File: src/rtl/prim_and2_filter.sv
// -----------------------------------------------------------------------------
// prim_and2_filter
//
// Registered per-bit glitch filter placed after a 2-input AND. The AND result
// is registered (raw stage). A bit of out_o only takes a new value once the
// raw bit has disagreed with it for Cycles consecutive enabled clocks.
// Multi-source enables, such as lifecycle or escalation enables, pass through
// this block before they reach control logic.
//
// Parameters:
//   Width      - number of independent bits filtered
//   Cycles     - consecutive cycles of disagreement before a bit flips (>= 1)
//   ResetValue - reset value of the raw register and of out_o
//
// Ports:
//   clk_i   in   1      clock, rising edge
//   rst_i   in   1      synchronous active-high reset
//   en_i    in   1      filter enable; 0 = registered pass-through of raw
//   in0_i   in   Width  AND operand 0
//   in1_i   in   Width  AND operand 1
//   out_o   out  Width  filtered, registered AND result
//   busy_o  out  1      some bit has a pending change (raw != out)
//
// Optional build macro PRIM_AND2_FILTER_EDGE_EN adds:
//   rise_o  out  Width  one-cycle pulse in the cycle out_o[b] goes 0->1
//   fall_o  out  Width  one-cycle pulse in the cycle out_o[b] goes 1->0
// -----------------------------------------------------------------------------
module prim_and2_filter #(
  parameter int              Width      = 1,
  parameter int              Cycles     = 4,
  parameter logic [Width-1:0] ResetValue = '0
) (
  input  logic             clk_i,
  input  logic             rst_i,
  input  logic             en_i,
  input  logic [Width-1:0] in0_i,
  input  logic [Width-1:0] in1_i,
  output logic [Width-1:0] out_o,
  output logic             busy_o
`ifdef PRIM_AND2_FILTER_EDGE_EN
  ,
  output logic [Width-1:0] rise_o,
  output logic [Width-1:0] fall_o
`endif
);

  // A counter wide enough to hold 0..Cycles.
  localparam int CntW = (Cycles < 1) ? 1 : $clog2(Cycles + 1);
  localparam logic [CntW-1:0] CntLast = CntW'(Cycles - 1);

  if (Cycles < 1) begin : g_bad_cycles
    $error("prim_and2_filter: Cycles must be >= 1");
  end

  logic [Width-1:0] w_and;
  logic [Width-1:0] r_raw_p0;
  logic [Width-1:0] r_out_p1;
  logic [CntW-1:0]  r_cnt_p1 [Width];
  logic [Width-1:0] w_out_nxt;
  logic [CntW-1:0]  w_cnt_nxt [Width];

  assign w_and = in0_i & in1_i;

  // ---- Stage p0: register the raw AND result --------------------------------
  always_ff @(posedge clk_i) begin
    if (rst_i) begin
      r_raw_p0 <= ResetValue;
    end else begin
      r_raw_p0 <= w_and;
    end
  end

  // ---- Stage p1: per-bit disagreement counters and filtered output ----------
  // A counter value of k means raw has disagreed with out for k+1 enabled
  // edges so far, so the flip happens on the edge that finds k == Cycles-1.
  // Any agreement, a disabled edge, or the flip itself restarts from zero.
  always_comb begin
    w_out_nxt = r_out_p1;
    for (int b = 0; b < Width; b++) begin
      w_cnt_nxt[b] = '0;
      if (!en_i) begin
        w_out_nxt[b] = r_raw_p0[b];
      end else if (r_raw_p0[b] != r_out_p1[b]) begin
        if (r_cnt_p1[b] == CntLast) begin
          w_out_nxt[b] = r_raw_p0[b];
        end else begin
          w_cnt_nxt[b] = r_cnt_p1[b] + CntW'(1);
        end
      end
    end
  end

  always_ff @(posedge clk_i) begin
    if (rst_i) begin
      r_out_p1 <= ResetValue;
      for (int b = 0; b < Width; b++) begin
        r_cnt_p1[b] <= '0;
      end
    end else begin
      r_out_p1 <= w_out_nxt;
      for (int b = 0; b < Width; b++) begin
        r_cnt_p1[b] <= w_cnt_nxt[b];
      end
    end
  end

  assign out_o  = r_out_p1;
  // Built from registered state only, so no input reaches busy_o directly.
  assign busy_o = |(r_raw_p0 ^ r_out_p1);

`ifdef PRIM_AND2_FILTER_EDGE_EN
  logic [Width-1:0] r_rise_p1;
  logic [Width-1:0] r_fall_p1;

  // Edge pulses are registered alongside out so they coincide with the
  // cycle in which out_o shows its new value, in either mode.
  always_ff @(posedge clk_i) begin
    if (rst_i) begin
      r_rise_p1 <= '0;
      r_fall_p1 <= '0;
    end else begin
      r_rise_p1 <= w_out_nxt & ~r_out_p1;
      r_fall_p1 <= ~w_out_nxt & r_out_p1;
    end
  end

  assign rise_o = r_rise_p1;
  assign fall_o = r_fall_p1;
`endif

endmodule
File: config.mk
export PLATFORM = sky130hd
export DESIGN_NAME = prim_and2_filter
export DESIGN_NICKNAME = d
export VERILOG_FILES = /design/src/rtl/prim_and2_filter.sv
export SDC_FILE = /design/constraint.sdc
export NUM_CORES = 1
export LEC_CHECK = 0
export ABC_AREA = 1
export CORE_AREA = 8 8 45 47
export DETAILED_ROUTE_END_ITERATION = 8
export DIE_AREA = 0 0 53 55
export PLACE_DENSITY = 0.39
export REMOVE_ABC_BUFFERS = 1
export SLEW_MARGIN = 10
export SYNTH_ARGS = -nofsm -noshare
export SYNTH_HDL_FRONTEND = slang
export SYNTH_SLANG_ARGS = --single-unit
File: constraint.sdc
create_clock -name clk_i -period 1.31 [get_ports clk_i]
set_clock_uncertainty 0.2 [all_clocks]
set_input_delay 0.1965 -clock clk_i [delete_from_list [all_inputs] [get_ports clk_i]]
set_output_delay 0.1965 -clock clk_i [all_outputs]
set_load 0.05 [all_outputs]
* Word level (Yosys, flattened, before mapping)
Memories as Yosys holds them, arrays and structs flattened.
Index checks and enable logic that the tools add are counted.
** Storage, ports and cells
- Memory bits (writable) :: 3
- Memories :: 1
- Output and inout port bits :: 2
- Input port bits :: 5
- Flip-flop bits (word level) :: 2
** Memory list
- r_cnt_p1 :: words 1, width 3, read ports 1, clocked after memory_dff 0, write ports 1, RTL line 58 : logic [CntW-1:0] r_cnt_p1 [Width];
** Cells by class
- Bitwise operators :: 2
- Eq/ne operators :: 4
- Mux-type cells :: 11
- Add/subtract/negate cells :: 1
- Reduce and logical (&&, ||, !) cells :: 2
** Operator list (count)
- 2-to-1 mux 3 bit :: 4
- 2-to-1 mux 1 bit :: 7
- inequality test 2 x 1 -> 1 bit (second input constant) :: 2
- adder 3 x 1 -> 3 bit (second input constant) :: 1
- == test 3 x 2 -> 1 bit (second input constant) :: 1
- OR reduction 3 bit :: 1
- AND reduction 2 bit :: 1
- AND 1 bit :: 1
- inequality test 1 bit :: 1
- XOR 1 bit :: 1

* Longest topological paths before layout
Gate-level depths: netlist (run 1).
- Depth after elaboration :: 5
- Gate-level depth with buffers :: 7
- Mapped depth without buffers :: 7

* Least setup slack after synthesis (run 1)
No wires, ideal clock.
- Path kind :: flip-flop to flip-flop
- Start point :: register r_out_p1, in the netlist out_o
- End point :: memory r_cnt_p1[0][0] (netlist bit)
- Setup time :: 0.112 ns
- Cell stages (with the launch flop) :: 6
- Setup slack :: -0.151 ns
- Clock period less this slack :: 1.461 ns
- Arrival :: 1.149 ns
- Cells stage by stage :: dfxtp_1 inv_2 nand2_1 nand2_2 nand2_2 nor2_1
** Between the ends
- Longest elaborated chain between the ends :: 4
** RTL lines
- start: declaration :: RTL line 57 : logic [Width-1:0] r_out_p1;
- start signal: assignment :: RTL line 95 : r_out_p1 <= ResetValue;
- start signal: assignment :: RTL line 100 : r_out_p1 <= w_out_nxt;
- inequality test 1 bit :: RTL line 83 : end else if (r_raw_p0[b] != r_out_p1[b]) begin
- 2-to-1 mux 3 bit :: RTL line 83
- 2-to-1 mux 3 bit :: RTL line 81 : if (!en_i) begin
- 2-to-1 mux 3 bit (no line)
- end: declaration :: RTL line 58
Every way passes these cells.

* Final worst setup path (run 1)
- Start point :: register r_raw_p0
- End point :: output port busy_o
** Between the ends
- Longest elaborated chain between the ends :: 1
** RTL lines
- start: declaration :: RTL line 56 : logic [Width-1:0] r_raw_p0;
- start signal: assignment :: RTL line 67 : r_raw_p0 <= ResetValue;
- start signal: assignment :: RTL line 69 : r_raw_p0 <= w_and;
- XOR 1 bit :: RTL line 109 : assign busy_o = |(r_raw_p0 ^ r_out_p1);
- end: declaration :: RTL line 39 : output logic busy_o
Every way passes these cells.

==> metrics, run 1 <==
outcome finished, final reports clean; ANT cells 0; die area 2920 um^2; Slew Viols, Final 0; Reg2Reg Launch Point r_cnt_p1[0][0]; drc violations 0; Slew HR about nine tenths; Cell Area, Synth 214 um^2; clk sinks 5; initial antenna violation count 0; crit path DAT 0.91 ns; fill count 146; critical path class flop to primary output; TritonCTS clock tree yes; CTS max path bufs 2; count of max-cap constraint violations 0; Initial Util 15.5%; IO Count 7; Total GRT Usage 4.21%; leakage ~0.17 nW; hold-fix buffers at CTS 0; Die Wd 53 um; Mapped Cells 28; Avg Cell Area, Syn 7.64 um^2; Worst Setup End Kind primary output; type of origin of the critical path flop; vias 210; TritonCTS Buffers 3; crit path time final 1.31 ns; Hold Path Origin r_cnt_p1[0][0]; Max Fanout on Critical Path 3; Worst R2R Setup Slack 0.06 ns; clock latency on the worst-skew pair 0.24 ns; Worst VDD drop 525 uV; H-tree depth 1; I/O Buffers 6; critical path required time just over 0.9 ns; Sequential cell area between 100 and 150 um^2; placed cell areas 314 um^2; Yosys cell types 10; via count of the first global-routing pass 201; register bit total from synthesis 5; DP Wirelength a little over 400 um; Root Buffer Master clkbuf_4; RSZ-0062 raised after global routing true; crit path from r_raw_p0; yosys warns 0; vias per inst 3.68; num rows 14; Post-layout nets 49; Routed WL 505 um; Placed Cells 50; worst min-delay path class flop to flop; ratio of final minimum period to clock period 99.8%; per-cell routed wire length 8.86 um; final setup violation count 0; Finished Layout Cells 57; Initial DRC Count 1; P&R area growth vs syn 97.7%; RD Place Congestion 0.658; layout cells sized above 1 between 50% and 60%; top achievable clock speed 765 MHz; gr ovfl total 0; pin count of the biggest net entering global routing 4; Worst-Margin Slew 0.127 ns; Final Cell Area 423 um^2; Placement Setup Slack -0.00546 ns; Tot Pwr 0.000416 W; TritonRoute pass-1 iters 4; Worst-path clk slew 0.04 ns; core footprint roughly 1400 um^2; global-route wire length before repair 793 um; post-synthesis sequential area ratio 46.8%; Die Height about 55 um; setup TNS 0 ns; final worst setup slack 0.00213 ns; Antenna Nets Post-Route 0; area of the multi-input gates 136 um^2; final hold vios 0; PwrDens 985 nW/um^2
-- cells in the final DEF (no fill, tap or decap) --
cell	instances
inv_2	1
ha_4	2
inv_1	3
clkdlybuf4s50_1	4
nand2_2	3
clkbuf_1	1
inv_4	2
nand2_1	2
dfxtp_4	2
nor2_2	2
nand3_1	1
dfxtp_1	1
dfxtp_2	2
buf_4	3
nand2_4	2
a21oi_1	1
clkbuf_4	3
buf_12	2
nor2_1	4
-- layer usage --
layer	wire length (um)	GRT usage, %	up-vias	share of wire [%]
met2	319	6.84	5	63
met4	8	5.17	0	1.6
met1	148	3.20	95	29
met5	0	0	-	0
li1	-	-	108	-
met3	28	2.41	2	5.5
-- synthesized netlist by cell type --
| cell | n | area share, % |
|---|---|---|
| a21oi_1 | 1 | 2.3 |
| dfxtp_1 | 5 | 47 |
| ha_1 | 2 | 12 |
| inv_1 | 4 | 7.0 |
| inv_2 | 2 | 3.5 |
| nand2_1 | 5 | 8.8 |
| nand2_2 | 2 | 5.8 |
| nand3_1 | 1 | 2.3 |
| nor2_1 | 5 | 8.8 |
| nor2_2 | 1 | 2.9 |
-- stage by stage --
step	hold slack [ns]	util [%]
final	0.221	30.6
after global routing	0.235	30.6
after CTS	0.206	26.3
after detailed placement	0.224	22.7
after global placement	0.213	22.7
after floorplan	0.0680	-
-- state kept, by name, summed over array words and instances (netlist names) --
register	flops
out_o	1
r_cnt_p1	3
r_raw_p0	1
-- layout make-up --
| cell class | count | share of cell area, % |
|---|---|---|
| multi-input cells | 17 | 32.2 |
| flip-flops and latches | 5 | 26.0 |
| repair buffers | 9 | 24.3 |
| inverters | 6 | 6.51 |
| clock buffers | 4 | 6.21 |
| well taps | 16 | 4.73 |
-- cells by family after synthesis --
logic type	count (synthesis)	share of synthesized area [%]
flip-flops	5	46.8
AO/OA/AOI/OAI	1	2.34
adder cells (fa/ha/maj)	2	11.7
buffers and inverters	6	10.5
AND/OR/NAND/NOR	14	28.7
-- report_power, final --
part,internal (W),switching [W]
combinational,0.0000418,0.0000369
clock,0.000115,0.0000617
sequential,0.000156,0.00000548
total,0.000312,0.000104
-- what timing repair did --
item,CTS,global route
endpoints found under the setup margin,3,4
pin swaps,3,6
endpoints found under the hold margin,0,0
gates resized for setup,8,11
setup buffers,1,2
-- worst max-delay path: stages (launching register included) --
cell	delay, ns
dfxtp_4	0.36
inv_2	0.04
nand2_2	0.07
nand2_4	0.06
buf_12	0.14
-- worst paths after layout --
check | end | cells past startpoint
max | busy_o | 4
min | r_cnt_p1[0][0] | 1
max reg2reg | r_cnt_p1[0][0] | 7
min reg2reg | r_cnt_p1[0][0] | 1
Note: power is estimated with default switching activity, not from simulation.
==> inputs of run 2 (changes only) <==
- CAP_MARGIN: not set -> 30
==> results of run 2 <==
The final DEF is identical to that of run 1; final timing and power are the same.
